$ cat config.mk
export PLATFORM = sky130hd
export DESIGN_NAME = imem_loader_flat
export DESIGN_NICKNAME = d
export VERILOG_FILES = /design/src/rtl/imem_loader_pkg.sv /design/src/rtl/imem_loader_if.sv /design/src/rtl/imem_loader_word_assembler.sv /design/src/rtl/imem_loader.sv /design/src/flat_wrapper.sv
export SDC_FILE = /design/constraint.sdc
export NUM_CORES = 1
export LEC_CHECK = 0
export CORE_UTILIZATION = 45
export CTS_BUF_LIST = sky130_fd_sc_hd__clkbuf_4 sky130_fd_sc_hd__clkbuf_8
export DETAILED_ROUTE_END_ITERATION = 16
export PLACE_DENSITY_LB_ADDON = 0.05
export SLEW_MARGIN = 20
export SYNTH_ARGS = -nofsm -noshare
export SYNTH_HDL_FRONTEND = slang
export SYNTH_SLANG_ARGS = --single-unit
$ cat constraint.sdc
create_clock -name clk -period 3.2 [get_ports clk]
set_clock_uncertainty 0.15 [all_clocks]
set_input_delay 0.64 -clock clk [delete_from_list [all_inputs] [get_ports clk]]
set_output_delay 0.64 -clock clk [all_outputs]
set_load 0.02 [all_outputs]
$ cat src/rtl/imem_loader_pkg.sv
// Shared constants for the instruction-memory loader.
// Build option: IMEM_LOADER_CHECKSUM_EN adds a trailing XOR checksum byte.
package imem_loader_pkg;

  localparam int HDR_BYTES  = 2;
  localparam int WORD_BYTES = 4;

  localparam logic [2:0] S_IDLE = 3'd0;
  localparam logic [2:0] S_HDR0 = 3'd1;
  localparam logic [2:0] S_HDR1 = 3'd2;
  localparam logic [2:0] S_DATA = 3'd3;
  localparam logic [2:0] S_CSUM = 3'd4;
  localparam logic [2:0] S_DONE = 3'd5;
  localparam logic [2:0] S_ERR  = 3'd6;

endpackage

$ cat src/rtl/imem_loader_if.sv
// Byte-stream valid/ready link feeding the loader.
// Master is the byte source, slave is the loader.
interface imem_loader_if;

  logic [7:0] byte_in;
  logic       byte_valid;
  logic       byte_ready;

  modport master (
    output byte_in,
    output byte_valid,
    input  byte_ready
  );

  modport slave (
    input  byte_in,
    input  byte_valid,
    output byte_ready
  );

endinterface

$ cat src/rtl/imem_loader_word_assembler.sv
// Packs little-endian stream bytes into 32-bit words.
// word shows the word including the byte accepted this cycle.
module word_assembler
  import imem_loader_pkg::*;
(
  input  logic        clk,
  input  logic        reset,
  input  logic        clear,
  input  logic        en,
  input  logic [7:0]  din,
  output logic [31:0] word,
  output logic        word_full
);

  logic [1:0]  cnt;
  logic [31:0] wreg;

  always_comb begin
    word = wreg;
    if (en) word[{cnt, 3'b000} +: 8] = din;
  end

  assign word_full = en && (cnt == 2'(WORD_BYTES - 1));

  always_ff @(posedge clk) begin
    if (reset || clear) begin
      cnt  <= '0;
      wreg <= '0;
    end else if (en) begin
      cnt  <= cnt + 2'd1;
      wreg <= word;
    end
  end

endmodule

$ cat src/rtl/imem_loader.sv
// Framed byte-stream loader: writes instruction memory, holds the core in reset.
// Build option: IMEM_LOADER_CHECKSUM_EN adds a trailing XOR checksum byte.
module imem_loader
  import imem_loader_pkg::*;
#(
  parameter int ADDR_W = 5,
  parameter int DEPTH  = 32
) (
  input  logic              clk,
  input  logic              reset,
  input  logic              start,
  imem_loader_if.slave      stream,
  output logic              imem_we,
  output logic [ADDR_W-1:0] imem_addr,
  output logic [31:0]       imem_wdata,
  output logic              cpu_reset_hold,
  output logic              load_done,
  output logic              load_err
);

  logic [2:0]  state;
  logic [15:0] count;
  logic [15:0] widx;
  logic        rdy;
  logic        acc;
  logic        idle;
  logic [15:0] hdr;
  logic [31:0] word;
  logic        wfull;
`ifdef IMEM_LOADER_CHECKSUM_EN
  logic [7:0]  csum;
`endif

  assign stream.byte_ready = rdy;
  assign acc  = stream.byte_valid && rdy;
  assign idle = (state == S_IDLE) || (state == S_DONE) || (state == S_ERR);
  assign hdr  = {stream.byte_in, count[7:0]};

  word_assembler u_asm (
    .clk       (clk),
    .reset     (reset),
    .clear     (start && idle),
    .en        (acc && (state == S_DATA)),
    .din       (stream.byte_in),
    .word      (word),
    .word_full (wfull)
  );

  always_ff @(posedge clk) begin
    if (reset) begin
      state          <= S_IDLE;
      count          <= '0;
      widx           <= '0;
      rdy            <= 1'b0;
      imem_we        <= 1'b0;
      imem_addr      <= '0;
      imem_wdata     <= '0;
      cpu_reset_hold <= 1'b1;
      load_done      <= 1'b0;
      load_err       <= 1'b0;
`ifdef IMEM_LOADER_CHECKSUM_EN
      csum           <= '0;
`endif
    end else begin
      imem_we <= 1'b0;
      if (wfull) begin
        imem_we    <= 1'b1;
        imem_addr  <= widx[ADDR_W-1:0];
        imem_wdata <= word;
        widx       <= widx + 16'd1;
      end
      case (state)
        S_IDLE, S_DONE, S_ERR: begin
          if (start) begin
            state          <= S_HDR0;
            count          <= '0;
            widx           <= '0;
            rdy            <= 1'b1;
            cpu_reset_hold <= 1'b1;
            load_done      <= 1'b0;
            load_err       <= 1'b0;
`ifdef IMEM_LOADER_CHECKSUM_EN
            csum           <= '0;
`endif
          end else if (state == S_DONE) begin
            load_done      <= 1'b1;
            cpu_reset_hold <= 1'b0;
          end else if (state == S_ERR) begin
            load_err <= 1'b1;
          end
        end
        S_HDR0: begin
          if (acc) begin
            count[7:0] <= stream.byte_in;
            state      <= S_HDR1;
          end
        end
        S_HDR1: begin
          if (acc) begin
            count[15:8] <= stream.byte_in;
            if (hdr == 16'd0) begin
`ifdef IMEM_LOADER_CHECKSUM_EN
              state <= S_CSUM;
`else
              state <= S_DONE;
              rdy   <= 1'b0;
`endif
            end else if (hdr > 16'(DEPTH)) begin
              state <= S_ERR;
              rdy   <= 1'b0;
            end else begin
              state <= S_DATA;
            end
          end
        end
        S_DATA: begin
`ifdef IMEM_LOADER_CHECKSUM_EN
          if (acc) csum <= csum ^ stream.byte_in;
          if (wfull && (widx == count - 16'd1)) state <= S_CSUM;
`else
          if (wfull && (widx == count - 16'd1)) begin
            state <= S_DONE;
            rdy   <= 1'b0;
          end
`endif
        end
`ifdef IMEM_LOADER_CHECKSUM_EN
        S_CSUM: begin
          if (acc) begin
            rdy   <= 1'b0;
            state <= (csum == stream.byte_in) ? S_DONE : S_ERR;
          end
        end
`endif
        default: begin
          state <= S_IDLE;
          rdy   <= 1'b0;
        end
      endcase
    end
  end

endmodule

$ cat src/flat_wrapper.sv
// flat-port wrapper written by rule: the top's interface ports become plain ports
module imem_loader_flat import imem_loader_pkg::*;
#(
  parameter int ADDR_W = 5,
  parameter int DEPTH  = 32
)
  (clk, reset, start, imem_we, imem_addr, imem_wdata, cpu_reset_hold, load_done, load_err, stream_byte_in, stream_byte_valid, stream_byte_ready);
  imem_loader_if stream_i ();
  input  logic clk;
  input  logic reset;
  input  logic start;
  output logic imem_we;
  output logic [ADDR_W-1:0] imem_addr;
  output logic [31:0] imem_wdata;
  output logic cpu_reset_hold;
  output logic load_done;
  output logic load_err;
  input wire logic [$bits(stream_i.byte_in)-1:0] stream_byte_in;
  input wire logic [$bits(stream_i.byte_valid)-1:0] stream_byte_valid;
  output wire logic [$bits(stream_i.byte_ready)-1:0] stream_byte_ready;
  assign stream_i.byte_in = stream_byte_in;
  assign stream_i.byte_valid = stream_byte_valid;
  assign stream_byte_ready = stream_i.byte_ready;
  imem_loader #(.ADDR_W(ADDR_W), .DEPTH(DEPTH)) u_core (.clk(clk), .reset(reset), .start(start), .stream(stream_i), .imem_we(imem_we), .imem_addr(imem_addr), .imem_wdata(imem_wdata), .cpu_reset_hold(cpu_reset_hold), .load_done(load_done), .load_err(load_err));
endmodule
== After elaboration in Yosys (flattened, before gate mapping) ==
Cells that the tools add are included.
Storage, ports and cells
  register bits: 111
  memories kept: 0
  RAM bits: 0
  bits in latches: 0
  memory bits (read-only): 0
  output and inout port bits: 42
Cells by class
  bitwise gates (word level): 1
  multiply operators: 0
  reduce and logical (&&, ||, !) cells: 21
  eq/ne operators: 13
  multiplexer cells: 30
  $add $sub $neg: 4
  $lt $le $gt $ge: 1
  shifts and indexed selects: 2
  div/mod/pow operators: 0
Operators by type and width (count)
  $mux W16: 4
  $bwmux W32: 1
  $mux W32: 1
  $pmux W8 S2: 2
  $shift A8 B7 Y32 const A: 1
  $shiftx A8 B7 Y32: 1
  $mux W3: 6
  $add A16 B1 Y16 const B: 1
  $eq A16 B16 Y1: 1
  $gt A16 B6 Y1 const B: 1
  $logic_not A16 Y1: 1
  $sub A16 B1 Y16 const B: 1
  $mux W1: 13
  $pmux W3 S4: 1
  $reduce_and A3 Y1: 3
  $mux W8: 1
  $reduce_bool A2 Y1: 4
  $neg A5 Y7: 1
  $eq A3 B2 Y1 const B: 2
  $eq A3 B3 Y1 const B: 2
  $ne A2 B2 Y1 const B: 3
  $logic_and A1 B1 Y1: 5
  $reduce_and A5 Y1: 1
  $ne A2 B1 Y1 const B: 2
  11 further kinds: 13

== Depth between registers and ports, before layout ==
Gate-level depths: netlist of run 1.
  depth after elaboration: 6
  mapped depth: 11
  gate-level depth less buffers: 9

== Hierarchy ==
Synthesis of run 1 repeated with hierarchy kept, for this count alone.
Unflattened totals
  cell total of the unflattened synthesis: 592
  area, all modules: 5308.8 sq um
Modules (own cells, without submodules)
  imem_loader: sequential area each 1541.5 sq um, area each 3713.6 sq um, times used 1, cells an instance 426
  word_assembler: sequential area each 680.7 sq um, area each 1595.3 sq um, times used 1, cells an instance 166

== Worst setup path after synthesis of run 1 ==
OpenSTA, ideal clock, no wires.
  path type: register to register
  start: register u_core.count[0]
  end: register u_core.state[0]
  setup slack: 0.302 ns
  required time: 2.966 ns
  path buffers: 2
  data arrival time: 2.664 ns
  stages on the path, launching flop included: 12
  library setup time: 0.084 ns
  cells stage by stage: dfxtp_1 -> clkbuf_1 -> inv_1 -> ha_1 -> or4b_1 -> buf_6 -> nor4_1 -> nor3_1 -> a211o_1 -> a2111o_1 -> and3_4 -> o31ai_2
Between the ends
  longest elaborated chain between the ends: 5
  elaborated cells between the ends (all ways): 11
  those cells by class: 1 x add/sub; 1 x order compare; 2 x eq/ne; 4 x mux; 3 x reduce/logical
Ends and longest elaborated chain
  from (decl): line imem_loader.sv:22  | logic [15:0] count;
  from (signal assigned): line imem_loader.sv:94  | count[7:0] <= stream.byte_in;
  $sub A16 B1 Y16 or $gt A16 B6 Y1 (tied branches): line imem_loader.sv:121, imem_loader.sv:108
  $eq A16 B16 Y1 or $mux W3 (tied branches): line imem_loader.sv:121, imem_loader.sv:108
  $logic_and A1 B1 Y1 or $mux W3 (tied branches): line imem_loader.sv:121, imem_loader.sv:101
  $ne A2 B2 Y1 (no source line) or $mux W3 (tied branches)
  $reduce_and A4 Y1 (no source line) or $pmux W3 S4 (tied branches)
  to (signal assigned): line imem_loader.sv:112  | state <= S_DATA;
  to (signal assigned): line imem_loader.sv:122  | state <= S_DONE;
  to (signal assigned): line imem_loader.sv:136  | state <= S_IDLE;
  to (decl): line imem_loader.sv:21  | logic [2:0] state;
Several ways; a longest one is shown, not always the timed one. The select of a mux whose other input is x is not followed.
A chain may end at the register's enable or synchronous reset.

== Worst setup path after layout of run 1 ==
Same ends and word-level chain as after synthesis.

==> results of run 1 <==
flip-flops by register name (all words and copies together), names as in the netlist:
name	count
u_core.imem_wdata	32
u_core.u_asm.wreg	24
u_core.count	16
u_core.widx	16
u_core.imem_addr	5
u_core.state	3
u_core.u_asm.cnt	2
u_core.cpu_reset_hold	1
u_core.imem_we	1
u_core.load_done	1
u_core.load_err	1
u_core.stream.byte_ready	1
cells in the mapped netlist (2+ instances only):
| library cell | instances | area, um^2 |
|---|---|---|
| sky130_fd_sc_hd__nor2_1 | 126 | 473 |
| sky130_fd_sc_hd__dfxtp_1 | 103 | 2060 |
| sky130_fd_sc_hd__nand2_1 | 71 | 267 |
| sky130_fd_sc_hd__a21oi_1 | 50 | 250 |
| sky130_fd_sc_hd__clkbuf_1 | 32 | 120 |
| sky130_fd_sc_hd__a211oi_1 | 26 | 195 |
| sky130_fd_sc_hd__xnor2_1 | 19 | 166 |
| sky130_fd_sc_hd__a22oi_1 | 17 | 128 |
| sky130_fd_sc_hd__xor2_1 | 16 | 140 |
| sky130_fd_sc_hd__nor3_1 | 13 | 65.1 |
| sky130_fd_sc_hd__o21ai_0 | 11 | 55.1 |
| sky130_fd_sc_hd__ha_1 | 7 | 87.6 |
| sky130_fd_sc_hd__inv_1 | 7 | 26.3 |
| sky130_fd_sc_hd__nor4_1 | 7 | 43.8 |
| sky130_fd_sc_hd__nand4_1 | 6 | 37.5 |
| sky130_fd_sc_hd__nor2b_1 | 5 | 31.3 |
| sky130_fd_sc_hd__a31oi_1 | 4 | 25.0 |
| sky130_fd_sc_hd__and3_1 | 4 | 25.0 |
| sky130_fd_sc_hd__nand3_1 | 4 | 20.0 |
| sky130_fd_sc_hd__nor3b_1 | 4 | 30.0 |
| sky130_fd_sc_hd__o211ai_1 | 4 | 30.0 |
| sky130_fd_sc_hd__or3_1 | 4 | 25.0 |
| sky130_fd_sc_hd__and2_1 | 3 | 18.8 |
| sky130_fd_sc_hd__and4_1 | 3 | 26.3 |
| sky130_fd_sc_hd__buf_1 | 3 | 11.3 |
| sky130_fd_sc_hd__nand2b_1 | 3 | 18.8 |
| sky130_fd_sc_hd__nand3b_1 | 3 | 22.5 |
| sky130_fd_sc_hd__a211o_1 | 2 | 17.5 |
| sky130_fd_sc_hd__buf_2 | 2 | 10.0 |
| sky130_fd_sc_hd__buf_6 | 2 | 22.5 |
| sky130_fd_sc_hd__nor4b_1 | 2 | 17.5 |
| sky130_fd_sc_hd__o22ai_1 | 2 | 12.5 |
per-stage QoR:
stage | worst slack (ns) | cell area (um^2) | cells | hold WS, ns | utilization, %
after detailed placement | 0.0274 | 5350 | 752 | 0.298 | 54.0
after floorplan | 0.302 | 4680 | 586 | 0.297 | -
final | 0.130 | 5550 | 768 | 0.310 | 56.0
after CTS | 0.0968 | 5540 | 768 | 0.312 | 55.9
after global placement | 0.225 | 5350 | 752 | 0.298 | 54.0
after global routing | 0.00481 | 5550 | 768 | 0.340 | 56.0
layer usage:
metal | share of wire (%) | track usage, %
met1 | 48 | 30.6
met2 | 46 | 36.7
met3 | 4.9 | 5.33
met4 | 1.5 | 5.71
met5 | 0 | 0
critical path, stage by stage, from the launching register on:
cell and delay (ns):
sky130_fd_sc_hd__dfxtp_1 0.39, sky130_fd_sc_hd__inv_1 0.08, sky130_fd_sc_hd__ha_1 0.29, sky130_fd_sc_hd__or4b_4 0.57, sky130_fd_sc_hd__nor4_2 0.34, sky130_fd_sc_hd__nor3_1 0.09, sky130_fd_sc_hd__a211o_1 0.27, sky130_fd_sc_hd__a2111o_1 0.42
sky130_fd_sc_hd__and3_4 0.20, sky130_fd_sc_hd__o31ai_2 0.20
repair_timing:
action	CTS	global route
gates resized for setup	1	1
gates cloned	0	0
setup endpoints to repair	1	2
cells by family after synthesis:
logic type                 after synthesis
xor gates and xnor gates                35
buffers and inverters                   46
DFF                                    103
AOI/OAI and AO/OA                      126
muxes                                    1
adders and majority gates                8
and+or+nand+nor                        267
area by class of cell:
cell class / count / area [um^2] / area share, %
inverter: 7 / 26.3 / 0.474
tap: 133 / 166 / 3.00
multi-input combinational: 437 / 2440 / 44.0
timing repair buffer: 72 / 668 / 12.0
sequential: 103 / 2060 / 37.2
clock inverter: 5 / 38.8 / 0.699
clock buffer: 11 / 145 / 2.62
power by group:
part	internal [mW]	total [mW]	switching, mW
combinational	0.200	0.519	0.319
sequential	1.31	1.35	0.0458
clock	0.322	0.781	0.459
path summary, 6_finish.rpt:
kind                           end  slack (ns)  depth (start not counted)
max                u_core.state[0]        0.13                          9
max reg2reg        u_core.state[0]        0.13                          9
min reg2reg  u_core.imem_wdata[28]        0.31                          2
min          u_core.imem_wdata[28]        0.31                          2
cells in the final DEF, fill, tap and decap left out, drive strengths merged, types with 3 or more instances in the layout:
master	n
and4	3
buf	20
nor2b	5
o21ai	11
a22oi	17
or3	4
xnor2	19
and2	4
nor3b	4
nand3	4
ha	7
nand2	71
clkbuf	11
nand2b	3
dfxtp	103
nor2	126
a211oi	26
a21oi	50
and3	5
inv	10
xor2	16
a31oi	4
nand4	6
nor3	14
clkdlybuf4s50	52
o211ai	4
nand3b	3
nor4	7
==> impl_metrics.json, run 1 <==
{
  "drt_wl_total_mm": 11.9,
  "die_width_um": 104,
  "grt_start_max_net_pins": 61,
  "die_height_um": 104,
  "route.vias.total": 4187,
  "number_of_sinks_on_the_clock_net": 103,
  "port-buffer-count": 53,
  "cts_setup_buffers": 0,
  "final_layout_size_suffix_gt1_share_pct": 7.09,
  "setup.worst_path.class": "flip-flop to flip-flop",
  "report.final.slew_viol_count": 0,
  "initial_core_util_pct": 47.2,
  "insertion_delay_ns": 0.37,
  "viasPerCell": 5.45,
  "totalNegativeSetupSlack_ns": 0,
  "synth_ff_type": "sky130_fd_sc_hd__dfxtp_1",
  "design.portCount": 54,
  "reg2reg_from": "u_core.count[0]",
  "worst_ep_required_time_ns": 3.34,
  "antenna_found_initial": 0,
  "post_synth_and_or_nand_nor_area_fraction_pct": 25.8,
  "route.detailed.wl_per_inst_um": 15.5,
  "die_area_um2": 10800,
  "global_route.usage.total_pct": 22.8,
  "asyncSetResetFlopFracSynth_pct": 0,
  "first_global_vias": 3864,
  "p_total_mw": 2.65,
  "hold_path.startpoint": "u_core.imem_wdata[28]",
  "synth_fp_nets": 605,
  "cts_inserted_buffers": 9,
  "syn_area_per_cell_um2": 7.99,
  "grt_setup_unrepaired": "false",
  "yosys_synthesis_warning_count": 0,
  "post_synth_fa_ha_maj_area_fraction_pct": 2.09,
  "n_antenna_cell": 0,
  "synth_edf_count": 0,
  "grt-ovfl-total": 0,
  "postCtsHoldBufs": 0,
  "worst-slew-pin-transition_ns": 0.672,
  "drtAntennaViolNets": 0,
  "placementRows": 36,
  "drt-pass1-iter-count": 4,
  "synth-compound-area-share_pct": 17.2,
  "crit_start": "u_core.count[0]",
  "slew-limit-headroom_pct": 54.6,
  "gp_congestion": 0.927,
  "finalHoldViolCount": 0,
  "power.ir.vdd_worst_mv": 0.314,
  "leakagePower_nw": 1.90,
  "setup_crit_end_kind": "flip-flop",
  "core_area_um2": 9910,
  "syn-cell-area_um2": 4680,
  "fmax_ghz": 0.326,
  "grt_first_pass_wirelength_mm": 19.5,
  "synth_xor_xnor_area_share_pct": 6.55,
  "cap_violations": 0,
  "synthesis.instances": 586,
  "area.growth.synth_to_final_pct": 18.5,
  "synthMuxAreaShare_pct": 0.214,
  "cts_root_buffer": "sky130_fd_sc_hd__clkbuf_8",
  "dr_drc_count": 0,
  "synth_seq_cells": 103,
  "synth.yosys.seq_area_share_pct": 44.1,
  "clk_pin_slew_ns": 0.10,
  "pd_cells_nw_per_um2": 478,
  "run_status": "complete, no violations",
  "htree_num_levels": 3,
  "part_of_the_cycle_the_worst_path_needs_pct": 95.9,
  "critPathMaxFanout": 8,
  "cts.path.max_buffers": 2,
  "period_needed_ns": 3.07,
  "setup_viol": 0,
  "detailedRoute.firstIterationViolations": 219,
  "place_hpwl_mm": 8.05,
  "worst_hold_path_type": "flip-flop to flip-flop",
  "largest_family_of_logic_cells_by_synthesized_area": "simple AND/OR/NAND/NOR gates",
  "worst-endpoint-arrival_ns": 3.21,
  "cts_tree": "yes",
  "filler_cell_count": 939,
  "post_synth_num_cell_types": 53,
  "startpoint_type": "flip-flop",
  "fin_nets": 649
}
Power figures use the tool's default switching activity.
==> inputs of run 2 (changes only) <==
==> constraint.sdc (replaced) <==
create_clock -name clk -period 3.2 [get_ports clk]
set_clock_uncertainty 0.15 [all_clocks]
set_input_delay 0.48 -clock clk [delete_from_list [all_inputs] [get_ports clk]]
set_output_delay 0.48 -clock clk [all_outputs]
set_load 0.02 [all_outputs]
==> impl_metrics.json, run 2 (synthesis gave the netlist of run 1 again) <==
{
  "worst-endpoint-arrival_ns": 3.18,
  "die_area_um2": 10800,
  "place_hpwl_mm": 8.29,
  "part_of_the_cycle_the_worst_path_needs_pct": 94.5,
  "cts_setup_buffers": 0,
  "fin_area_um2": 5560,
  "route.vias.total": 4158,
  "cts_root_buffer": "sky130_fd_sc_hd__clkbuf_8",
  "final_layout_size_suffix_gt1_share_pct": 6.78,
  "pd_cells_nw_per_um2": 494,
  "most_flop_heavy_register": "u_core.imem_wdata",
  "drt-pass1-iter-count": 5,
  "design.portCount": 54,
  "largest_register_ffs": 32,
  "postCtsHoldBufs": 0,
  "final.setup.worst_slack_ns": 0.176,
  "layout.core_utilization_pct": 56.1,
  "die_height_um": 104,
  "final_common_cell": "sky130_fd_sc_hd__nor2_1",
  "report.final.slew_viol_count": 0,
  "placementRows": 36,
  "biggest_registers_after_layout": "u_core.imem_wdata (32), u_core.u_asm.wreg (24)",
  "slew-limit-headroom_pct": 39.9,
  "leakagePower_nw": 1.90,
  "pre_cts_slack_ns": 0.128,
  "setup_viol": 0,
  "cts_tree": "yes",
  "clk_pin_slew_ns": 0.10,
  "grt_first_pass_wirelength_mm": 19.7,
  "cts_inserted_buffers": 9,
  "core_area_um2": 9910,
  "die_width_um": 104,
  "initial_core_util_pct": 47.2,
  "cap_violations": 0,
  "setup.worst_path.class": "flip-flop to flip-flop",
  "p_total_mw": 2.74,
  "mostFrequentLayoutCells": "sky130_fd_sc_hd__nor2_1, sky130_fd_sc_hd__dfxtp_1, sky130_fd_sc_hd__nand2_1, sky130_fd_sc_hd__clkdlybuf4s50_1, sky130_fd_sc_hd__a21oi_1",
  "totalNegativeSetupSlack_ns": 0,
  "port-buffer-count": 53,
  "run_status": "complete, no violations",
  "worst_hold_path_type": "flip-flop to flip-flop",
  "cts.path.max_buffers": 2,
  "grt_setup_unrepaired": "false",
  "detailedRoute.firstIterationViolations": 187,
  "finalHoldViolCount": 0,
  "htree_num_levels": 3,
  "insertion_delay_ns": 0.38,
  "placed_cell_area_um2": 5340,
  "global_route.usage.total_pct": 23.1,
  "drtAntennaViolNets": 0,
  "power.ir.vdd_worst_mv": 0.263,
  "antenna_found_initial": 0,
  "first_global_vias": 3862,
  "area.growth.synth_to_final_pct": 18.8,
  "startpoint_type": "flip-flop",
  "grt_start_max_net_pins": 61,
  "critPathMaxFanout": 8,
  "gp_congestion": 0.953,
  "fin_nets": 648,
  "fin_cells": 767,
  "n_antenna_cell": 0,
  "fin_worst_hold_slack_ns": 0.312,
  "placedCellCount": 751,
  "grt-ovfl-total": 0,
  "route.detailed.wl_per_inst_um": 15.8,
  "fmax_ghz": 0.331,
  "worst_ep_required_time_ns": 3.36,
  "viasPerCell": 5.42,
  "worst-slew-pin-transition_ns": 0.900,
  "ctsResizeCount": 0,
  "drt_wl_total_mm": 12.1,
  "dr_drc_count": 0,
  "period_needed_ns": 3.02,
  "number_of_sinks_on_the_clock_net": 103,
  "setup_crit_end_kind": "flip-flop"
}
==> run 2: final cells by class <==
class / count / area [um^2]
Tap cell: 133 / 166
Sequential cell: 103 / 2060
Multi-Input combinational cell: 437 / 2430
Fill cell: 958 / 4350
Clock buffer: 9 / 124
Timing Repair Buffer: 71 / 661
Inverter: 7 / 26.3
Clock inverter: 7 / 88.8
==> run 2: power breakdown <==
| part | switching, mW | internal (mW) | total, mW |
|---|---|---|---|
| combinational | 0.320 | 0.199 | 0.519 |
| clock | 0.493 | 0.381 | 0.874 |
| sequential | 0.0452 | 1.31 | 1.35 |
==> run 2: routing by layer <==
metal	share of wire, %	vias to the layer above	track usage [%]
met5	0	-	0
met4	2.1	0	8.88
met3	5.2	19	5.39
met2	46	104	36.8
met1	47	1944	30.3
li1	-	2091	-
==> run 2: final timing paths <==
path                          from                     to  slack (ns)  cells past startpoint
max                u_core.count[0]        u_core.state[0]        0.18                      9
min          u_core.imem_wdata[28]  u_core.imem_wdata[28]        0.31                      2
max reg2reg        u_core.count[0]        u_core.state[0]        0.18                      9
min reg2reg  u_core.imem_wdata[28]  u_core.imem_wdata[28]        0.31                      2
==> run 2: worst max-delay path, cell delays in order (launching register included) <==
cell and delay [ns]:
sky130_fd_sc_hd__dfxtp_1 0.39, sky130_fd_sc_hd__inv_1 0.09, sky130_fd_sc_hd__ha_1 0.29, sky130_fd_sc_hd__or4b_4 0.57, sky130_fd_sc_hd__nor4_1 0.32, sky130_fd_sc_hd__nor3_1 0.07, sky130_fd_sc_hd__a211o_1 0.26, sky130_fd_sc_hd__a2111o_1 0.41
sky130_fd_sc_hd__and3_4 0.20, sky130_fd_sc_hd__o31ai_2 0.19
